===== src/rtl/alu_share_arb_if.sv =====
// Bundled request, ALU-drive and response signals for the shared-ALU arbiter.
// The slave modport is the arbiter; master is the requester/ALU/consumer side.
interface alu_share_arb_if #(
    parameter int unsigned N = 32
);
    logic [1:0]     req_valid;
    logic [1:0]     req_ready;
    logic [7:0]     req_sel;
    logic [2*N-1:0] req_a;
    logic [2*N-1:0] req_b;
    logic [3:0]     alu_sel;
    logic [N-1:0]   alu_a;
    logic [N-1:0]   alu_b;
    logic [N-1:0]   alu_out;
    logic           alu_zero;
    logic           rsp_valid;
    logic           rsp_ready;
    logic           rsp_id;
    logic [N-1:0]   rsp_data;
    logic           rsp_zero;

    modport slave (
        input  req_valid, req_sel, req_a, req_b, alu_out, alu_zero, rsp_ready,
        output req_ready, alu_sel, alu_a, alu_b, rsp_valid, rsp_id, rsp_data, rsp_zero
    );

    modport master (
        output req_valid, req_sel, req_a, req_b, alu_out, alu_zero, rsp_ready,
        input  req_ready, alu_sel, alu_a, alu_b, rsp_valid, rsp_id, rsp_data, rsp_zero
    );
endinterface


===== src/rtl/alu_share_arb.sv =====
// Round-robin arbiter letting two requesters time-share one combinational ALU through
// a registered operand stage (OP) and a registered, ID-tagged response stage (RSP).
module alu_share_arb #(
    parameter int unsigned N = 32
) (
    input logic            clk,
    input logic            rst_n,
    alu_share_arb_if.slave bus
);
    logic         r_op_valid;
    logic         r_op_id;
    logic [3:0]   r_op_sel;
    logic [N-1:0] r_op_a;
    logic [N-1:0] r_op_b;
    logic         r_rsp_valid;
    logic         r_rsp_id;
    logic [N-1:0] r_rsp_data;
    logic         r_rsp_zero;
    logic         r_prio;

    logic         w_rsp_free;
    logic         w_op_move;
    logic         w_op_free;
    logic [1:0]   w_grant;
    logic         w_accept;
    logic         w_acc_id;
    logic [3:0]   w_acc_sel;
    logic [N-1:0] w_acc_a;
    logic [N-1:0] w_acc_b;

    assign w_rsp_free = !r_rsp_valid || bus.rsp_ready;
    assign w_op_move  = r_op_valid && w_rsp_free;
    assign w_op_free  = !r_op_valid || w_op_move;

    always_comb begin
        w_grant = bus.req_valid;
        if (&bus.req_valid) begin
            w_grant = r_prio ? 2'b10 : 2'b01;
        end
    end

    // Gated by rst_n so nothing can be offered as accepted while reset is held.
    assign bus.req_ready = (rst_n && w_op_free) ? w_grant : 2'b00;
    assign w_accept      = |bus.req_ready;
    assign w_acc_id      = bus.req_ready[1];
    assign w_acc_sel     = w_acc_id ? bus.req_sel[7:4] : bus.req_sel[3:0];
    assign w_acc_a       = w_acc_id ? bus.req_a[2*N-1:N] : bus.req_a[N-1:0];
    assign w_acc_b       = w_acc_id ? bus.req_b[2*N-1:N] : bus.req_b[N-1:0];

    // An idle OP stage presents the "zero" opcode so stale operands never reach the ALU.
    always_comb begin
        bus.alu_sel = 4'b1111;
        bus.alu_a   = '0;
        bus.alu_b   = '0;
        if (r_op_valid) begin
            bus.alu_sel = r_op_sel;
            bus.alu_a   = r_op_a;
            bus.alu_b   = r_op_b;
        end
    end

    always_ff @(posedge clk or negedge rst_n) begin
        if (!rst_n) begin
            r_op_valid <= 1'b0;
            r_op_id    <= 1'b0;
            r_op_sel   <= 4'b0000;
            r_op_a     <= '0;
            r_op_b     <= '0;
            r_prio     <= 1'b0;
        end else if (w_accept) begin
            r_op_valid <= 1'b1;
            r_op_id    <= w_acc_id;
            r_op_sel   <= w_acc_sel;
            r_op_a     <= w_acc_a;
            r_op_b     <= w_acc_b;
            r_prio     <= ~w_acc_id;
        end else if (w_op_move) begin
            r_op_valid <= 1'b0;
        end
    end

    always_ff @(posedge clk or negedge rst_n) begin
        if (!rst_n) begin
            r_rsp_valid <= 1'b0;
            r_rsp_id    <= 1'b0;
            r_rsp_data  <= '0;
            r_rsp_zero  <= 1'b0;
        end else if (w_op_move) begin
            r_rsp_valid <= 1'b1;
            r_rsp_id    <= r_op_id;
            r_rsp_data  <= bus.alu_out;
            r_rsp_zero  <= bus.alu_zero;
        end else if (r_rsp_valid && bus.rsp_ready) begin
            r_rsp_valid <= 1'b0;
        end
    end

    assign bus.rsp_valid = r_rsp_valid;
    assign bus.rsp_id    = r_rsp_id;
    assign bus.rsp_data  = r_rsp_data;
    assign bus.rsp_zero  = r_rsp_zero;
endmodule

===== src/flat_wrapper.sv =====
// flat-port wrapper written by rule: the top's interface ports become plain ports
module alu_share_arb_flat 
#(
    parameter int unsigned N = 32
)
  (clk, rst_n, bus_req_valid, bus_req_sel, bus_req_a, bus_req_b, bus_alu_out, bus_alu_zero, bus_rsp_ready, bus_req_ready, bus_alu_sel, bus_alu_a, bus_alu_b, bus_rsp_valid, bus_rsp_id, bus_rsp_data, bus_rsp_zero);
  alu_share_arb_if #(.N(N)) bus_i ();
  input logic clk;
  input logic rst_n;
  input wire logic [$bits(bus_i.req_valid)-1:0] bus_req_valid;
  input wire logic [$bits(bus_i.req_sel)-1:0] bus_req_sel;
  input wire logic [$bits(bus_i.req_a)-1:0] bus_req_a;
  input wire logic [$bits(bus_i.req_b)-1:0] bus_req_b;
  input wire logic [$bits(bus_i.alu_out)-1:0] bus_alu_out;
  input wire logic [$bits(bus_i.alu_zero)-1:0] bus_alu_zero;
  input wire logic [$bits(bus_i.rsp_ready)-1:0] bus_rsp_ready;
  output wire logic [$bits(bus_i.req_ready)-1:0] bus_req_ready;
  output wire logic [$bits(bus_i.alu_sel)-1:0] bus_alu_sel;
  output wire logic [$bits(bus_i.alu_a)-1:0] bus_alu_a;
  output wire logic [$bits(bus_i.alu_b)-1:0] bus_alu_b;
  output wire logic [$bits(bus_i.rsp_valid)-1:0] bus_rsp_valid;
  output wire logic [$bits(bus_i.rsp_id)-1:0] bus_rsp_id;
  output wire logic [$bits(bus_i.rsp_data)-1:0] bus_rsp_data;
  output wire logic [$bits(bus_i.rsp_zero)-1:0] bus_rsp_zero;
  assign bus_i.req_valid = bus_req_valid;
  assign bus_i.req_sel = bus_req_sel;
  assign bus_i.req_a = bus_req_a;
  assign bus_i.req_b = bus_req_b;
  assign bus_i.alu_out = bus_alu_out;
  assign bus_i.alu_zero = bus_alu_zero;
  assign bus_i.rsp_ready = bus_rsp_ready;
  assign bus_req_ready = bus_i.req_ready;
  assign bus_alu_sel = bus_i.alu_sel;
  assign bus_alu_a = bus_i.alu_a;
  assign bus_alu_b = bus_i.alu_b;
  assign bus_rsp_valid = bus_i.rsp_valid;
  assign bus_rsp_id = bus_i.rsp_id;
  assign bus_rsp_data = bus_i.rsp_data;
  assign bus_rsp_zero = bus_i.rsp_zero;
  alu_share_arb #(.N(N)) u_core (.clk(clk), .rst_n(rst_n), .bus(bus_i));
endmodule

===== config.mk =====
export PLATFORM = sky130hd
export DESIGN_NAME = alu_share_arb_flat
export DESIGN_NICKNAME = d
export VERILOG_FILES = /design/src/rtl/alu_share_arb_if.sv /design/src/rtl/alu_share_arb.sv /design/src/flat_wrapper.sv
export SDC_FILE = /design/constraint.sdc
export NUM_CORES = 1
export LEC_CHECK = 0
export CORE_ASPECT_RATIO = 0.5
export CORE_MARGIN = 1
export CORE_UTILIZATION = 37
export CTS_CLUSTER_DIAMETER = 30
export CTS_CLUSTER_SIZE = 25
export DETAILED_ROUTE_END_ITERATION = 8
export GPL_TIMING_DRIVEN = 1
export PLACE_DENSITY = 0.77
export SYNTH_ARGS = -nofsm -noshare
export SYNTH_HDL_FRONTEND = slang
export SYNTH_SLANG_ARGS = --single-unit

===== constraint.sdc =====
create_clock -name clk -period 1.3 [get_ports clk]
set_input_delay 0.13 -clock clk [delete_from_list [all_inputs] [get_ports clk]]
set_output_delay 0.13 -clock clk [all_outputs]
set_load 0.02 [all_outputs]

== Word level (Yosys, flattened, before mapping) ==
Index checks and enable logic that the tools add are counted.

* Memories: 0
* ROM bits: 0
* Word-level logic and storage cells: 35
* Bits of input ports: 174
* Latch bits: 0
* Bits in writable memories: 0
* Bits in registers: 106

* Order comparisons: 0
* Add/subtract/negate cells: 0
* Divide/modulo/power cells: 0
* Eq/ne operators: 0
* Multiplexer cells: 13
* Bitwise operators: 1
* Multipliers: 0
* Reductions and logical operators: 11
* Shift-type cells: 0

{| class="wikitable"
|+ Operators with widths
! operator !! number
|-
| 32-bit 2-to-1 mux || 4
|-
| 4-bit 2-to-1 mux || 2
|-
| 2-bit 2-to-1 mux || 3
|-
| 1-bit 2-to-1 mux || 4
|-
| 2-bit nonzero test || 2
|-
| 1-bit logical AND || 3
|-
| 1-bit logical NOT || 2
|-
| 1-bit logical OR || 2
|-
| 2-bit AND reduction || 1
|-
| 2-bit OR reduction || 1
|-
| 1-bit inverter || 1
|}

== Logic depth before layout (Yosys ltp) ==
* Depth after elaboration: 8
* Mapped depth: 7
* Depth with buffers taken out: 3

== Least setup slack after synthesis ==
No wires, ideal clock.

* Path kind: register to output
* Start point: reg u_core.r_op_valid
* End point: out bus_req_ready[1]
* Required time: 1.170 ns
* Path slack: -0.291 ns
* Cell stages (with the launch flop): 6
* Arrival time: 1.461 ns
* Cell sequence: dfrtp_1 > buf_2 > and3b_1 > clkbuf_1 > buf_2 > nor3_1

* Cells in the longest elaborated chain, start to end: 4

{| class="wikitable"
|+ RTL lines
! what !! RTL line !! text
|-
| from (decl) || alu_share_arb.sv:10 || <nowiki>logic r_op_valid;</nowiki>
|-
| from (signal assigned) || alu_share_arb.sv:64 || <nowiki>r_op_valid <= 1'b0;</nowiki>
|-
| from (signal assigned) || alu_share_arb.sv:71 || <nowiki>r_op_valid <= 1'b1;</nowiki>
|-
| from (signal assigned) || alu_share_arb.sv:78 || <nowiki>r_op_valid <= 1'b0;</nowiki>
|-
| 1-bit logical NOT or 1-bit logical AND (tied branches) || alu_share_arb.sv:33, alu_share_arb.sv:32 ||
|-
| 1-bit logical OR * || alu_share_arb.sv:33 || <nowiki>assign w_op_free = !r_op_valid || w_op_move;</nowiki>
|-
| 1-bit logical AND * || alu_share_arb.sv:43 || <nowiki>assign bus.req_ready = (rst_n && w_op_free) ? w_grant : 2'b00;</nowiki>
|-
| 2-bit 2-to-1 mux * || alu_share_arb.sv:43 ||
|-
| to (decl) || flat_wrapper.sv:17 || <nowiki>output wire logic [$bits(bus_i.req_ready)-1:0] bus_req_ready;</nowiki>
|}

Mark *: on every way between the ends. The rest lies on a longest branch, timed or not.

== Worst setup path after layout ==
* Start point: reg u_core.r_op_valid
* End point: reg u_core.r_op_b[21]

* Cells in the longest elaborated chain, start to end: 5

{| class="wikitable"
|+ RTL lines
! what !! RTL line !! text
|-
| 1-bit logical NOT or 1-bit logical AND (tied branches) || alu_share_arb.sv:33, alu_share_arb.sv:32 ||
|-
| 1-bit logical OR * || alu_share_arb.sv:33 ||
|-
| 1-bit logical AND * || alu_share_arb.sv:43 ||
|-
| 2-bit 2-to-1 mux * || alu_share_arb.sv:43 ||
|-
| 32-bit 2-to-1 mux or 2-bit OR reduction (tied branches) || alu_share_arb.sv:48, alu_share_arb.sv:44 ||
|-
| to (signal assigned) || alu_share_arb.sv:75 || <nowiki>r_op_b <= w_acc_b;</nowiki>
|-
| to (decl) || alu_share_arb.sv:14 || <nowiki>logic [N-1:0] r_op_b;</nowiki>
|}

Marked as above.
A chain may end at the register's enable or synchronous reset.

==> results.yml <==
outcome:
  status: "finished with violations"
  violations: "setup timing"
floorplan:
  die_area_sq_um: 15900
  die_h_um: 89.5
  num_io_pins: 279
  rows: 31
  start_util_pct: 38.6
  die_w_um: 177
  fp.coreArea_sq_um: 14700
timing:
  rsz0062_at_grt: "true"
  tightest_slew_ns: 0.669
  finalWorstSetupSlack_ns: -0.334
  fmax_mhz: 612
  finalMaxSlewViolations: 0
  period_needed_ns: 1.63
  tns_ns: -32.69
  fin_skew_ns: 0.00823
  slew_headroom_pct: 55.4
  finalCritPeriodShare_pct: 126
  hold_viol: 0
  setup_viol_count_final: 175
  whs_ns: 0.233
setup_path:
  worstPathCellList: "and3b_2 > buf_6 > buf_4 > o31ai_1 > a31oi_1"
  path_delay_family: "compound AO/OA/AOI/OAI gates"
  r2r_cells: 5
  cp_max_fo: 6
  cp-start-kind: "register"
  r2r_end: "u_core.r_op_b[21]$_DFFE_PN0P_"
  cp.depth: 5
  r2r_start: "u_core.r_op_valid$_DFFE_PN0P_"
  critPathBufInv: 2
  crit_type: "reg2reg"
  slowest_delay_ns: 0.46
  arrival_ns: 1.84
  critical_path_required_ns: 1.51
  cp_slowest_cell: "dfrtp_2"
  endpoint_kind: "register"
  r2r_slack_ns: -0.33
synth:
  ys_types: 24
  ys_ff_latch: 106
  syn_area_per_cell_sq_um: 9.77
  post_synth_inst_count: 580
  yosys_warnings: 0
  yosysSeqAreaShare_pct: 46.8
  syn_area_sq_um: 5670
  synthesis.nets: 754
placed_design:
  portBuffers: 278
  place_congestion: 0.817
  dpl.cell_count: 1016
  place_hpwl_mm: 13.7
  preCtsSetupSlack_ns: -0.423
  dpl_cell_area_sq_um: 8810
detailed_routing:
  avgRoutedWirePerCell_um: 21.5
  drt_wl_total_mm: 22.7
  drc_errors: 0
  ant_nets: 0
  routed_via_density: 5.93
  vias: 6247
  first_iter_violations: 535
  drt_pass1_iterations: 5
cells_and_area:
  post-route-util_pct: 67.9
  area_growth_pct: 76.1
  final_nets: 1025
  drive_gt1_share_pct: 30.1
  postLayoutCellArea_sq_um: 9990
  n_antenna_cell: 0
  layout.cells.non_filler: 1054
cts:
  clockBufferDepth: 2
  cts.sinks: 106
  cts_tree: "yes"
  cts_made_buffers: 9
  root_buffer: "clkbuf_16"
  cts.clk_slew.worst_paths_ns: 0.07
  clk-insertion-delay-late_ns: 0.35
  h-tree-depth: 3
hold_path:
  holdPathStages: 3
  holdCritStartpoint: "rst_n"
  hold_path.class: "in2reg"
  hold_end: "u_core.r_op_id$_DFFE_PN0P_"
global_route:
  grt_first_pass_wirelength_mm: 32.8
  overflow: 0
  grt_max_degree: 104
  grt_pass1_vias: 6092
  grt_antenna_before_repair: 0
  grtUsageTotal_pct: 27.0
power:
  power.leakage_nw: 3.85
  peakVddDrop_uv: 742
  power_mw: 12.0
  powerDensity_nw_per_um2: 1210
run:
  max-cap-violations: 0
## worst register-to-register path: stages (launching register included)
cell and delay [ns]:
dfrtp_2 0.46, and3b_2 0.27, buf_6 0.13, buf_4 0.14, o31ai_1 0.33, a31oi_1 0.16
## cell usage after synthesis, drive strengths merged
cell	count	share of area, %
a21oi	68	6.0
a31oi	70	7.7
a41oi	1	0.15
and2	66	7.3
and3b	1	0.15
and4	1	0.15
buf	44	4.4
clkbuf	37	2.5
dfrtp	106	47
mux2	34	6.8
nand2	3	0.20
nand2b	7	0.77
nand3b	1	0.13
nand4	68	7.5
nor2	1	0.066
nor2b	1	0.11
nor3	1	0.088
o21a	1	0.13
o31ai	68	9.0
or2	1	0.11
## area by class of cell
type                    count  area, sq um
repair buffers            341         3670
clock inverters             6         75.1
multi-input cells         393         3100
well taps                 198          248
clock buffers              10          229
fillers                  1055         4710
flip-flops and latches    106         2660
## state kept, by name, summed over array words and instances, names as in the netlist
signal	flops
u_core.bus.rsp_zero	1
u_core.r_op_sel	4
u_core.r_op_valid	1
u_core.bus.rsp_data	32
u_core.r_op_b	32
u_core.bus.rsp_id	1
u_core.bus.rsp_valid	1
u_core.r_prio	1
u_core.r_op_id	1
u_core.r_op_a	32
## metal layers
layer | up-vias | wire (um) | GRT usage [%]
met5 | - | 0 | 0
met4 | 0 | 723 | 10.3
met3 | 70 | 1650 | 4.68
met2 | 352 | 11500 | 47.7
met1 | 3051 | 8800 | 33.6
li1 | 2774 | - | -
## how the worst max path moves through the flow
| stage | startpoint | to | slack, ns |
|---|---|---|---|
| after floorplan | u_core.r_op_valid$_DFFE_PN0P_ | u_core.r_op_b[22]$_DFFE_PN0P_ | -0.09 |
| after global placement | bus_rsp_ready | bus_req_ready[0] | -0.43 |
| after detailed placement | bus_req_valid[0] | u_core.r_op_b[20]$_DFFE_PN0P_ | -0.42 |
| after CTS | u_core.r_op_valid$_DFFE_PN0P_ | u_core.r_op_b[20]$_DFFE_PN0P_ | -0.28 |
| after global routing | u_core.r_op_valid$_DFFE_PN0P_ | u_core.r_op_a[5]$_DFFE_PN0P_ | -0.35 |
| final | u_core.r_op_valid$_DFFE_PN0P_ | u_core.r_op_b[21]$_DFFE_PN0P_ | -0.33 |
## power by group
part	switching (mW)	total (mW)	internal, mW
logic	2.58	4.95	2.38
registers	0.359	4.30	3.94
clock network	1.27	2.79	1.52
total	4.21	12.0	7.84
## cell usage in the layout (no fill, tap or decap), types with 5 or more instances in the layout
| cell type | count |
|---|---|
| a21oi_2 | 13 |
| nand2b_1 | 5 |
| clkbuf_16 | 11 |
| mux2_2 | 34 |
| buf_16 | 7 |
| clkdlybuf4s15_2 | 42 |
| dfrtp_1 | 104 |
| and2_4 | 6 |
| a31oi_1 | 64 |
| dlygate4sd2_1 | 33 |
| a31oi_2 | 5 |
| nand4_1 | 68 |
| o31ai_1 | 35 |
| buf_6 | 18 |
| buf_4 | 24 |
| o31ai_2 | 18 |
| clkdlybuf4s50_1 | 172 |
| and2_1 | 59 |
| buf_12 | 18 |
| buf_2 | 19 |
| o31ai_4 | 15 |
| a21oi_1 | 54 |
## what timing repair did
action,CTS,global route
hold buffers,1,0
hold endpoints to repair,106,0
endpoints found under the setup margin,210,177
resized for setup,339,61
cloned,9,2
setup buffers,11,0
pin swaps,6,12
## cells by family (layout without fill, tap and decap cells)
kind of cell	count (synthesis)	count (layout)	share of synthesized area, %
AOI/OAI and AO/OA	208	208	23.0
DFF	106	106	46.8
buffers and inverters	81	357	6.86
and+or+nand+nor	151	151	16.6
muxes	34	34	6.75
(Power assumes the default switching activity.)
